$ cat config.mk
export PLATFORM = sky130hd
export DESIGN_NAME = instr_fetch_unit_flat
export DESIGN_NICKNAME = d
export VERILOG_FILES = /design/src/rtl/instr_fetch_unit_if.sv /design/src/rtl/instr_fetch_unit.sv /design/src/flat_wrapper.sv
export SDC_FILE = /design/constraint.sdc
export NUM_CORES = 1
export LEC_CHECK = 0
export ABC_CLOCK_PERIOD_IN_PS = 4000
export CORE_MARGIN = 1.5
export CORE_UTILIZATION = 45
export DETAILED_ROUTE_END_ITERATION = 7
export GPL_ROUTABILITY_DRIVEN = 0
export PLACE_DENSITY = 0.86
export SETUP_SLACK_MARGIN = 0.4
export SLEW_MARGIN = 30
export SYNTH_ARGS = -nofsm -noshare
export SYNTH_HDL_FRONTEND = slang
export SYNTH_SLANG_ARGS = --single-unit
$ cat constraint.sdc
create_clock -name clk -period 4 [get_ports clk]
set_input_delay 0.8 -clock clk [delete_from_list [all_inputs] [get_ports clk]]
set_output_delay 0.8 -clock clk [all_outputs]
set_load 0.1 [all_outputs]
$ cat src/rtl/instr_fetch_unit_if.sv
// Fetch bus: combinational instruction-memory read port plus the valid/ready stage toward decode.
// The master (fetch unit) drives the read address and the output entry. The slave returns the word and ready.
interface instr_fetch_unit_if #(
    parameter int ADDR_W  = 8,
    parameter int INSTR_W = 8
);
    logic [ADDR_W-1:0]  Read_Address;
    logic [INSTR_W-1:0] instruction;
    logic [INSTR_W-1:0] out_instr;
    logic [ADDR_W-1:0]  out_pc;
    logic               out_valid;
    logic               out_ready;

    modport master (
        output Read_Address, out_instr, out_pc, out_valid,
        input  instruction, out_ready
    );

    modport slave (
        input  Read_Address, out_instr, out_pc, out_valid,
        output instruction, out_ready
    );
endinterface

$ cat src/rtl/instr_fetch_unit.sv
// Purpose: PC owner and fetch FSM; registers each memory word with its PC for decode. JUMP_PREDECODE_EN resolves 2'b11 jumps here.
// Latency: start at N, Read_Address=0 at N+1, first out_valid at N+2; one word per cycle when out_ready is held high.
// Backpressure: a held entry (out_valid & !out_ready) freezes out_* and pc; the next capture happens on the accept cycle.
module instr_fetch_unit #(
    parameter int ADDR_W   = 8,
    parameter int INSTR_W  = 8,
    parameter int PROG_LEN = 32
) (
    input  logic               clk,
    input  logic               reset,
    input  logic               start,
    output logic               halted,
    instr_fetch_unit_if.master bus
);
    typedef enum logic [1:0] {IDLE, FETCH, HALT} state_t;

    // One extra bit so PROG_LEN == 2**ADDR_W still compares correctly.
    localparam logic [ADDR_W:0] PROG_END = (ADDR_W+1)'(PROG_LEN);

    state_t             state_q, state_d;
    logic [ADDR_W-1:0]  pc_q, pc_d, next_pc;
    logic [INSTR_W-1:0] instr_q, instr_d;
    logic [ADDR_W-1:0]  opc_q, opc_d;
    logic               valid_q, valid_d;
    logic               capture;

    always_comb begin
        next_pc = pc_q + ADDR_W'(1);
`ifdef JUMP_PREDECODE_EN
        if (bus.instruction[7:6] == 2'b11)
            next_pc = pc_q + ADDR_W'(1)
                    + {{(ADDR_W-6){bus.instruction[5]}}, bus.instruction[5:0]};
`endif
    end

    assign capture = (state_q == FETCH) && (!valid_q || bus.out_ready);

    always_comb begin
        state_d = state_q;
        pc_d    = pc_q;
        instr_d = instr_q;
        opc_d   = opc_q;
        valid_d = valid_q;

        // A pending entry drains in every state; a same-cycle capture overrides the pop.
        if (valid_q && bus.out_ready)
            valid_d = 1'b0;

        case (state_q)
            IDLE: begin
                if (start) begin
                    state_d = FETCH;
                    pc_d    = '0;
                end
            end
            FETCH: begin
                if (capture) begin
                    instr_d = bus.instruction;
                    opc_d   = pc_q;
                    valid_d = 1'b1;
                    pc_d    = next_pc;
                    if ({1'b0, next_pc} >= PROG_END)
                        state_d = HALT;
                end
            end
            HALT: begin
                if (start) begin
                    state_d = FETCH;
                    pc_d    = '0;
                end
            end
            default: state_d = IDLE;
        endcase
    end

    always_ff @(posedge clk) begin
        if (reset) begin
            state_q <= IDLE;
            pc_q    <= '0;
            instr_q <= '0;
            opc_q   <= '0;
            valid_q <= 1'b0;
        end else begin
            state_q <= state_d;
            pc_q    <= pc_d;
            instr_q <= instr_d;
            opc_q   <= opc_d;
            valid_q <= valid_d;
        end
    end

    assign bus.Read_Address = pc_q;
    assign bus.out_instr    = instr_q;
    assign bus.out_pc       = opc_q;
    assign bus.out_valid    = valid_q;
    assign halted           = (state_q == HALT);
endmodule

$ cat src/flat_wrapper.sv
// flat-port wrapper written by rule: the top's interface ports become plain ports
module instr_fetch_unit_flat 
#(
    parameter int ADDR_W   = 8,
    parameter int INSTR_W  = 8,
    parameter int PROG_LEN = 32
)
  (clk, reset, start, halted, bus_Read_Address, bus_out_instr, bus_out_pc, bus_out_valid, bus_instruction, bus_out_ready);
  instr_fetch_unit_if #(.ADDR_W(ADDR_W), .INSTR_W(INSTR_W)) bus_i ();
  input  logic clk;
  input  logic reset;
  input  logic start;
  output logic halted;
  output wire logic [$bits(bus_i.Read_Address)-1:0] bus_Read_Address;
  output wire logic [$bits(bus_i.out_instr)-1:0] bus_out_instr;
  output wire logic [$bits(bus_i.out_pc)-1:0] bus_out_pc;
  output wire logic [$bits(bus_i.out_valid)-1:0] bus_out_valid;
  input wire logic [$bits(bus_i.instruction)-1:0] bus_instruction;
  input wire logic [$bits(bus_i.out_ready)-1:0] bus_out_ready;
  assign bus_Read_Address = bus_i.Read_Address;
  assign bus_out_instr = bus_i.out_instr;
  assign bus_out_pc = bus_i.out_pc;
  assign bus_out_valid = bus_i.out_valid;
  assign bus_i.instruction = bus_instruction;
  assign bus_i.out_ready = bus_out_ready;
  instr_fetch_unit #(.ADDR_W(ADDR_W), .INSTR_W(INSTR_W), .PROG_LEN(PROG_LEN)) u_core (.clk(clk), .reset(reset), .start(start), .halted(halted), .bus(bus_i));
endmodule
==> results.toml, run 1 <==
[setup_path]
crit_arrival_ps = 2060
startpoint_type = "register"
path_buf_inv = 1
max_stage_delay_ps = 1120
critPathMaxFanout = 6
cp.depth = 2
endpoint_kind = "primary output"
r2r_slack_ps = 2280
worstPathRequired_ps = 3200
critPathTopFamily = "buffers and inverters"
cp_cell_sequence = "and2b_2 -> clkdlybuf4s50_1"
crit_slowest_cell = "clkdlybuf4s50_1"
rr_startpoint = "u_core.state_q[0]"
reg2reg_to = "u_core.bus.Read_Address[7]"
endpoint = "halted"
cp-startpoint = "u_core.state_q[0]"
rr_worst_depth = 4
criticalPathCategory = "reg2out"

[grt]
grt_overflow_total = 0
grt_util_met1_pct = 23.7
grt_max_degree = 26
grt_pass1_vias = 1068
busiest_layer = "met2"
grt_pass1_wl_um = 4530
antenna_found_initial = 0
grt_util_met3_pct = 3.89
track_usage_pct = 21.4
use_met2_pct = 38.5

[synthesis]
synth_ff_type = "dfxtp_1"
synth_edf_count = 0
synthesis.nets = 154
synthesis.area_mm2 = 0.00115
synthCells = 141
syn_avg_cell_area_um2 = 8.18
yosysSeqAreaShare_pct = 46.9
ys_seq_elements = 27
async_reset_ff_share_pct = 0
yosysWarnings = 0
synth_cell_types = 32

[floorplanning]
start_util_pct = 47.0
ios = 38
rows = 18
fp.dieW_um = 53.6
fp.dieArea_mm2 = 0.00288
dieHeight_um = 53.6
core_area_mm2 = 0.00245

[finish]
utilization_pct = 62.7
n_fill_cell = 214
diodes = 0
drive_above_1_share_pct = 4.65
fin_nets = 186
instances_no_fill = 202
areaGrowthSynthToFinish_pct = 33.4

[route]
first_iter_violations = 35
post_drt_wl_per_cell_um = 14.1
via_count = 1134
routed_wl_um = 2850
drc = 0
vias_per_cell = 5.61
drt_first_pass_iters = 4
ant_nets = 0

[timing]
period_share_pct = 71.5
fin_hold_ws_ps = 472
slew_viol_final = 0
fin_crit_ps = 2860
tightestPinTransition_ps = 977
setup_tns_ps = 0
slew_headroom_pct = 34.7
grt_setup_unrepaired = "false"
setup_violations = 0
fmax_mhz = 350
skew_ps = 4.08
finalHoldViolCount = 0

[clocking]
cts-root-buf = "clkbuf_4"
h-tree-depth = 1
clk_latency_ps = 320
cts_tree = "yes"
clk_pin_slew_worst_paths_ps = 140
cts_setup_buffers = 0
hold_buffers = 0
cts_buffers = 3
clk_path_buf_depth = 2
cts_sinks = 27
ctsResizeCount = 0

[power_and_ir_drop]
p_int_w = 0.000356
power_frac_seq_pct = 52.4
ir_drop_mv = 0.248
p_leak_nw = 0.525
p_comb_share_pct = 26.2
switching_share_pct = 35.1
fin_total_pwr_w = 0.000548
p_per_area_mw_per_mm2 = 356
p_clk_share_pct = 21.4
switching_power_w = 0.000192

[placed_design]
dp_cells = 198
dp_hpwl_um = 2090
portBuffers = 37

[outcome]
status = "finished clean"

[hold_path]
hp-class = "reg2reg"

[flow_run]
maxCapViolCount = 0
==> final cells by class <==
type	count	area (µm²)	share of cell area [%]
well taps	30	37.5	2.44
clock buffers	3	22.5	1.46
inverters	2	7.51	0.488
repair buffers	37	370	24.1
clock inverters	1	7.51	0.488
flip-flops and latches	27	541	35.1
multi-input cells	102	553	35.9
==> state kept, by name, indices dropped and copies added, names as in the netlist <==
register and count:
u_core.bus.out_pc 8, u_core.bus.out_valid 1, u_core.bus.out_instr 8, u_core.bus.Read_Address 8
u_core.state_q 2
==> metrics by stage <==
step                worst slack (ps)  cell area, µm²
global route                    1090            1540
detailed placement              1520            1510
CTS                             1140            1540
finish                          1140            1540
floorplan                       1890            1150
global placement                1360            1510
==> cells in the final DEF (no fill, tap or decap), types with 2 or more instances in the layout <==
| cell type | netlist | layout |
|---|---|---|
| a211oi_1 | 3 | 3 |
| a21oi_1 | 23 | 23 |
| a22oi_1 | 2 | 2 |
| and3_1 | 2 | 2 |
| clkbuf_4 | 0 | 3 |
| clkdlybuf4s50_1 | 0 | 37 |
| dfxtp_1 | 27 | 27 |
| inv_1 | 2 | 2 |
| nand2_1 | 34 | 34 |
| nand2b_1 | 3 | 3 |
| nand4b_1 | 3 | 3 |
| nor2_1 | 5 | 4 |
| nor3_1 | 2 | 2 |
| o21ai_0 | 6 | 6 |
| o31ai_1 | 2 | 2 |
| or3_1 | 2 | 2 |
==> power groups by stage <==
| stage | clock network [W] | logic [W] | registers, W |
|---|---|---|---|
| after floorplan | 0 | 0.0000501 | 0.000353 |
| after global placement | 0 | 0.000140 | 0.000292 |
| after detailed placement | 0 | 0.000143 | 0.000293 |
| after CTS | 0.000121 | 0.000143 | 0.000287 |
| after global routing | 0.000134 | 0.000151 | 0.000289 |
| final | 0.000117 | 0.000143 | 0.000287 |
==> logic make-up after synthesis <==
kind of cell	Yosys count	synth area share [%]
simple gates	60	25.5
buf+inv	12	5.42
xor+xnor	1	0.759
compound gates	40	20.4
fa+ha+maj	1	1.08
flops	27	46.9
==> cells in the mapped netlist (2+ instances only) <==
master	instances	share of area, %
inv_1	2	0.65
nand2_1	34	11
nand4b_1	3	2.3
a211oi_1	3	2.0
nor3_1	2	0.87
or3_1	2	1.1
o21ai_0	6	2.6
a22oi_1	2	1.3
nor2_1	5	1.6
buf_2	2	0.87
and3_1	2	1.1
clkbuf_1	6	2.0
o31ai_1	2	1.3
dfxtp_1	27	47
nand2b_1	3	1.6
a21oi_1	23	10
buf_6	2	2.0
==> layer usage <==
metal / routed length, µm / part of all wire [%]
met3: 181 / 6.4
met5: 0 / 0
met2: 1460 / 51
met4: 36 / 1.3
met1: 1170 / 41
==> worst register-to-register path, delay by kind of cell (launching register included) <==
kind             cells  cell delay (ps)
AO/OA/AOI/OAI        1              180
flip-flops           1              430
AND/OR/NAND/NOR      3             1030
==> worst min-delay path by stage <==
stage	from	to	slack (ps)	cells past startpoint
2_1_floorplan	u_core.state_q[0]	u_core.state_q[0]	560	1
3_3_place_gp	u_core.bus.out_instr[6]	u_core.bus.out_instr[6]	440	2
3_5_place_dp	u_core.bus.out_instr[1]	u_core.bus.out_instr[1]	450	2
4_1_cts	u_core.bus.out_instr[1]	u_core.bus.out_instr[1]	470	2
5_1_grt	u_core.bus.out_instr[1]	u_core.bus.out_instr[1]	480	2
6_report	u_core.bus.out_instr[1]	u_core.bus.out_instr[1]	470	2
Note: power is estimated with default switching activity, not from simulation.
==> inputs of run 2 (changes only) <==
- ABC_CLOCK_PERIOD_IN_PS: 4000 -> 2600
- CORE_UTILIZATION: 45 -> 40
- PLACE_DENSITY: 0.86 -> 0.81
- clock period: 4 -> 2.6 ns (I/O delays scaled with it)
==> run 2 against run 1 <==
  * Routed wire length is 3.9% lower
  * Global-route usage down 3.3 points
  * Critical path depth grew 3
  * Critical endpoint is now u_core.bus.Read_Address[5]
  * Setup slack worse by 360 ps
  * Clock power up 62%
  * Register-to-register slack got worse by 1400 ps
  * Count of clock-buffer cells in the layout did not move
  * First-iteration DRC count down 20%
  * Critical path type is now in2reg
  * Via count shrank 0.53%
  * Largest cell class unchanged
  * Largest power group unchanged
==> results.toml, run 2 (synthesized netlist as in run 1, its figures left out) <==
[finish]
multi_input_area_um2 = 553
drive_above_1_share_pct = 20.2
n_fill_cell = 265
diodes = 0
seq_area_um2 = 541
fin_nets = 187
final_cell_mix = "nand2_1 (34), buf_4 (27), dfxtp_1 (27), a21oi_1 (23), clkdlybuf4s50_1 (11)"
final_common_cell = "nand2_1"
areaGrowthSynthToFinish_pct = 28.5

[clocking]
clk_path_buf_depth = 2
clk_latency_ps = 330
ctsResizeCount = 0
cts_tree = "yes"
cts-root-buf = "clkbuf_4"
clk_pin_slew_worst_paths_ps = 150
h-tree-depth = 1
cts_setup_buffers = 0
cts_buffers = 3
cts_sinks = 27
hold_buffers = 0

[timing]
fmax_mhz = 550
fin_hold_ws_ps = 470
setup_tns_ps = 0
tightestPinTransition_ps = 726
fin_crit_ps = 1820
grt_setup_unrepaired = "false"
period_share_pct = 69.9
finalHoldViolCount = 0
setup_violations = 0
skew_ps = 5.51
slew_viol_final = 0
slew_headroom_pct = 51.5

[route]
routed_wl_um = 2740
drc = 0
post_drt_wl_per_cell_um = 13.4
drt_first_pass_iters = 5
first_iter_violations = 28
vias_per_cell = 5.53
via_count = 1128
ant_nets = 0

[setup_path]
critPathMaxFanout = 20
rr_startpoint = "u_core.state_q[0]"
cp-startpoint = "bus_out_ready"
rr_worst_depth = 4
reg2reg_to = "u_core.bus.Read_Address[5]"
cp.depth = 5
cp_cell_sequence = "clkdlybuf4s50_1 -> nor2b_1 -> nor2_2 -> nand4b_1 -> a21oi_1"
criticalPathCategory = "in2reg"
crit_arrival_ps = 2090
crit_slowest_cell = "nor2_2"
worstPathRequired_ps = 2870
startpoint_type = "primary input"
path_buf_inv = 1
endpoint_kind = "register"
endpoint = "u_core.bus.Read_Address[5]"
max_stage_delay_ps = 610
r2r_slack_ps = 880
critPathTopFamily = "simple AND/OR/NAND/NOR gates"

[floorplanning]
start_util_pct = 41.8
fp.dieW_um = 56.7
dieHeight_um = 56.7
ios = 38
fp.dieArea_mm2 = 0.00322
core_area_mm2 = 0.00276
rows = 19

[placed_design]
portBuffers = 37
dp_hpwl_um = 2000

[power_and_ir_drop]
power_frac_seq_pct = 52.1
p_clk_share_pct = 22.4
p_leak_nw = 0.581
p_comb_share_pct = 25.5
switching_power_w = 0.000305
p_int_w = 0.000543
ir_drop_mv = 0.369
switching_share_pct = 35.9
p_per_area_mw_per_mm2 = 572

[grt]
grt_pass1_vias = 1024
grt_max_degree = 26
grt_overflow_total = 0
grt_pass1_wl_um = 4650
antenna_found_initial = 0
track_usage_pct = 18.2

[hold_path]
hp-class = "reg2reg"
hold_path_depth = 2

[flow_run]
maxCapViolCount = 0

[outcome]
status = "finished clean"
run 2: cell types whose count changed in the layout (fill, tap and decap cells not counted):
cell / change
buf_4: +27
clkdlybuf4s50_1: -26
run 2: per-stage QoR:
stage                     setup WS, ps  std cells  utilization [%]  cell area [µm²]  total power (W)
final                              782        204             53.8             1480         0.000848
after global routing               646        204             53.8             1480         0.000884
after CTS                          801        204             53.8             1480         0.000859
after detailed placement           448        200             52.7             1450         0.000668
after global placement             215        200             52.6             1450         0.000662
after floorplan                    490        141                -             1150         0.000621
run 2: final cells by class:
| class | count | share of cell area [%] |
|---|---|---|
| Inverter | 2 | 0.506 |
| Multi-Input combinational cell | 102 | 37.3 |
| Sequential cell | 27 | 36.5 |
| Timing Repair Buffer | 38 | 21.1 |
| Clock buffer | 3 | 1.52 |
| Tap cell | 31 | 2.62 |
| Clock inverter | 1 | 0.506 |
run 2: layer usage:
layer	global-route usage, %	part of all wire, %
met2	29.2	47
met5	0	0
met4	7.14	0.51
met1	24.4	43
met3	2.76	9.0
run 2: power groups by stage:
stage / logic, W / clock network, W / registers (W)
2_1_floorplan: 0.0000771 / 0 / 0.000544
3_3_place_gp: 0.000212 / 0 / 0.000450
3_5_place_dp: 0.000217 / 0 / 0.000451
4_1_cts: 0.000217 / 0.000199 / 0.000442
5_1_grt: 0.000229 / 0.000210 / 0.000446
6_report: 0.000216 / 0.000190 / 0.000442
run 2: worst min path at each step:
stage | start | endpoint | slack, ps
floorplan | u_core.state_q[0] | u_core.state_q[0] | 560
global placement | u_core.bus.out_instr[7] | u_core.bus.out_instr[7] | 440
detailed placement | u_core.bus.out_pc[5] | u_core.bus.out_pc[5] | 450
CTS | u_core.bus.out_pc[5] | u_core.bus.out_pc[5] | 470
global route | u_core.bus.out_instr[3] | u_core.bus.out_instr[3] | 500
finish | u_core.bus.out_pc[3] | u_core.bus.out_pc[3] | 470
run 2: worst min-delay path: cells and delay by family, from the launching register on:
family           cells  cell delay (ps)
AO/OA/AOI/OAI        1               50
flip-flops           1              340
AND/OR/NAND/NOR      1               50
==> inputs of run 3 (changes only) <==
- ABC_CLOCK_PERIOD_IN_PS: 2600 -> 1800
- CORE_UTILIZATION: 40 -> 44
- PLACE_DENSITY: 0.81 -> 0.84
- clock period: 2.6 -> 1.8 ns (I/O delays scaled with it)
==> run 3 against run 2 <==
  * Hold slack worse by 34 ps
  * Cell count increased by 7.8%
  * Count of clock-buffer cells in the layout did not move
  * Global-route usage grew 7.7 points
  * Combinational power up 110%
  * Non-clock buffer count grew 17
  * Power is 61% higher
  * Sequential power rose by 45%
  * Largest cell class is now buffers
==> results.toml, run 3 (synthesized netlist as in run 1, its figures left out) <==
[setup_path]
critPathMaxFanout = 2
endpoint_kind = "primary output"
criticalPathCategory = "reg2out"
crit_arrival_ps = 1130
startpoint_type = "register"
rr_worst_depth = 4
r2r_slack_ps = 340
reg2reg_to = "u_core.state_q[0]"
worstPathRequired_ps = 1440
rr_startpoint = "u_core.bus.Read_Address[2]"

[clocking]
clk_path_buf_depth = 2
cts_tree = "yes"
hold_buffers = 0
clk_latency_ps = 330
h-tree-depth = 1
clk_pin_slew_worst_paths_ps = 150
cts-root-buf = "clkbuf_4"
cts_sinks = 27
cts_buffers = 3

[finish]
drive_above_1_share_pct = 40.0
final_cell_mix = "nand2_1 (34), buf_12 (30), a21oi_1 (22), dfxtp_1 (16)"
utilization_pct = 85.4
instances_no_fill = 220
diodes = 0
final_common_cell = "nand2_1"
stdcell_area_mm2 = 0.00211
areaGrowthSynthToFinish_pct = 83.3
fin_nets = 204

[hold_path]
holdPathEnd = "u_core.state_q[0]"
worstHoldStart = "start"
hold_path_depth = 2
hp-class = "in2reg"

[timing]
fin_crit_ps = 1490
setup_violations = 0
finalHoldViolCount = 0
fin_hold_ws_ps = 435
slew_headroom_pct = 74.0
period_share_pct = 82.5
slew_viol_final = 0
grt_setup_unrepaired = "true"
tightestPinTransition_ps = 389
skew_ps = 2.16
setup_tns_ps = 0
fmax_mhz = 673

[floorplanning]
start_util_pct = 46.6
rows = 18
core_area_mm2 = 0.00248
ios = 38
fp.dieArea_mm2 = 0.00294
dieHeight_um = 54.2
fp.dieW_um = 54.2

[power_and_ir_drop]
switching_power_w = 0.000481
p_leak_nw = 0.796
p_comb_share_pct = 33.1
power_frac_seq_pct = 46.7
p_int_w = 0.000886
p_per_area_mw_per_mm2 = 647
ir_drop_mv = 0.685
p_clk_share_pct = 20.2
switching_share_pct = 35.2

[placed_design]
dp_hpwl_um = 2260
portBuffers = 37
dpl_cell_area_mm2 = 0.00190
dp_cells = 204

[route]
post_drt_wl_per_cell_um = 16.5
vias_per_cell = 5.71
ant_nets = 0
via_count = 1256
drc = 0
drt_first_pass_iters = 4
routed_wl_um = 3620
first_iter_violations = 55

[outcome]
status = "finished clean"

[grt]
grt_overflow_total = 0
track_usage_pct = 25.9
grt_max_degree = 21
grt_pass1_vias = 1209
grt_pass1_wl_um = 5460
antenna_found_initial = 0

[flow_run]
maxCapViolCount = 0
[run 3: changes by cell type in the layout (fill, tap and decap cells not counted), moves of 2 or more]
cell,before,now
buf_12,0,30
buf_4,27,9
dfxtp_1,27,16
dfxtp_4,0,9
buf_6,0,5
clkdlybuf4s50_1,11,9
dfxtp_2,0,2
nand2b_4,0,2
o31ai_1,2,0
o31ai_2,0,2
[run 3: timing repair]
action                                  CTS  global route
endpoints found under the setup margin    9            13
gates resized for setup                  10            13
pin swaps                                 7             8
setup buffers                            10             2
[run 3: per-stage QoR]
step                setup WS, ps  power, W
floorplan                    331  0.000895
global placement            21.0   0.00105
detailed placement        -0.694   0.00106
CTS                          309   0.00135
global route                 269   0.00142
finish                       314   0.00137
[run 3: worst max-delay path by stage]
stage	cells after the start	start	end	slack, ps
global route	6	u_core.bus.Read_Address[0]	u_core.state_q[0]	270
global placement	5	bus_out_ready	u_core.bus.Read_Address[4]	20
CTS	2	u_core.state_q[0]	halted	310
floorplan	4	u_core.bus.Read_Address[1]	u_core.state_q[0]	330
finish	2	u_core.state_q[0]	halted	310
detailed placement	5	bus_out_ready	u_core.bus.Read_Address[4]	-0.7
[run 3: area by class of cell]
| type | instances | area (µm²) |
|---|---|---|
| clock inverter | 1 | 6.26 |
| multi-input combinational | 102 | 628 |
| sequential | 27 | 577 |
| tap | 30 | 37.5 |
| fill | 118 | 363 |
| inverter | 2 | 7.51 |
| clock buffer | 3 | 22.5 |
| timing repair buffer | 55 | 836 |
[run 3: metal layers]
metal  routed length (µm)  up-vias  global-route usage [%]  part of all wire [%]
li1                     -      593                       -                     -
met1                 1440      594                    29.8                    40
met2                 1830       58                    46.8                    51
met3                  238       11                    4.44                   6.6
met4                  112        0                    10.4                   3.1
met5                    0        -                       0                     0
[run 3: worst max-delay path, stage by stage (launching register included)]
cell and delay (ps):
dfxtp_4 380, and2b_2 240, buf_12 170
[run 3: power by group through the flow]
stage          clock [W]  sequential [W]  combinational, W
2_1_floorplan          0        0.000779          0.000116
3_3_place_gp           0        0.000653          0.000396
3_5_place_dp           0        0.000655          0.000402
4_1_cts         0.000276        0.000638          0.000436
5_1_grt         0.000307        0.000643          0.000471
6_report        0.000276        0.000639          0.000452
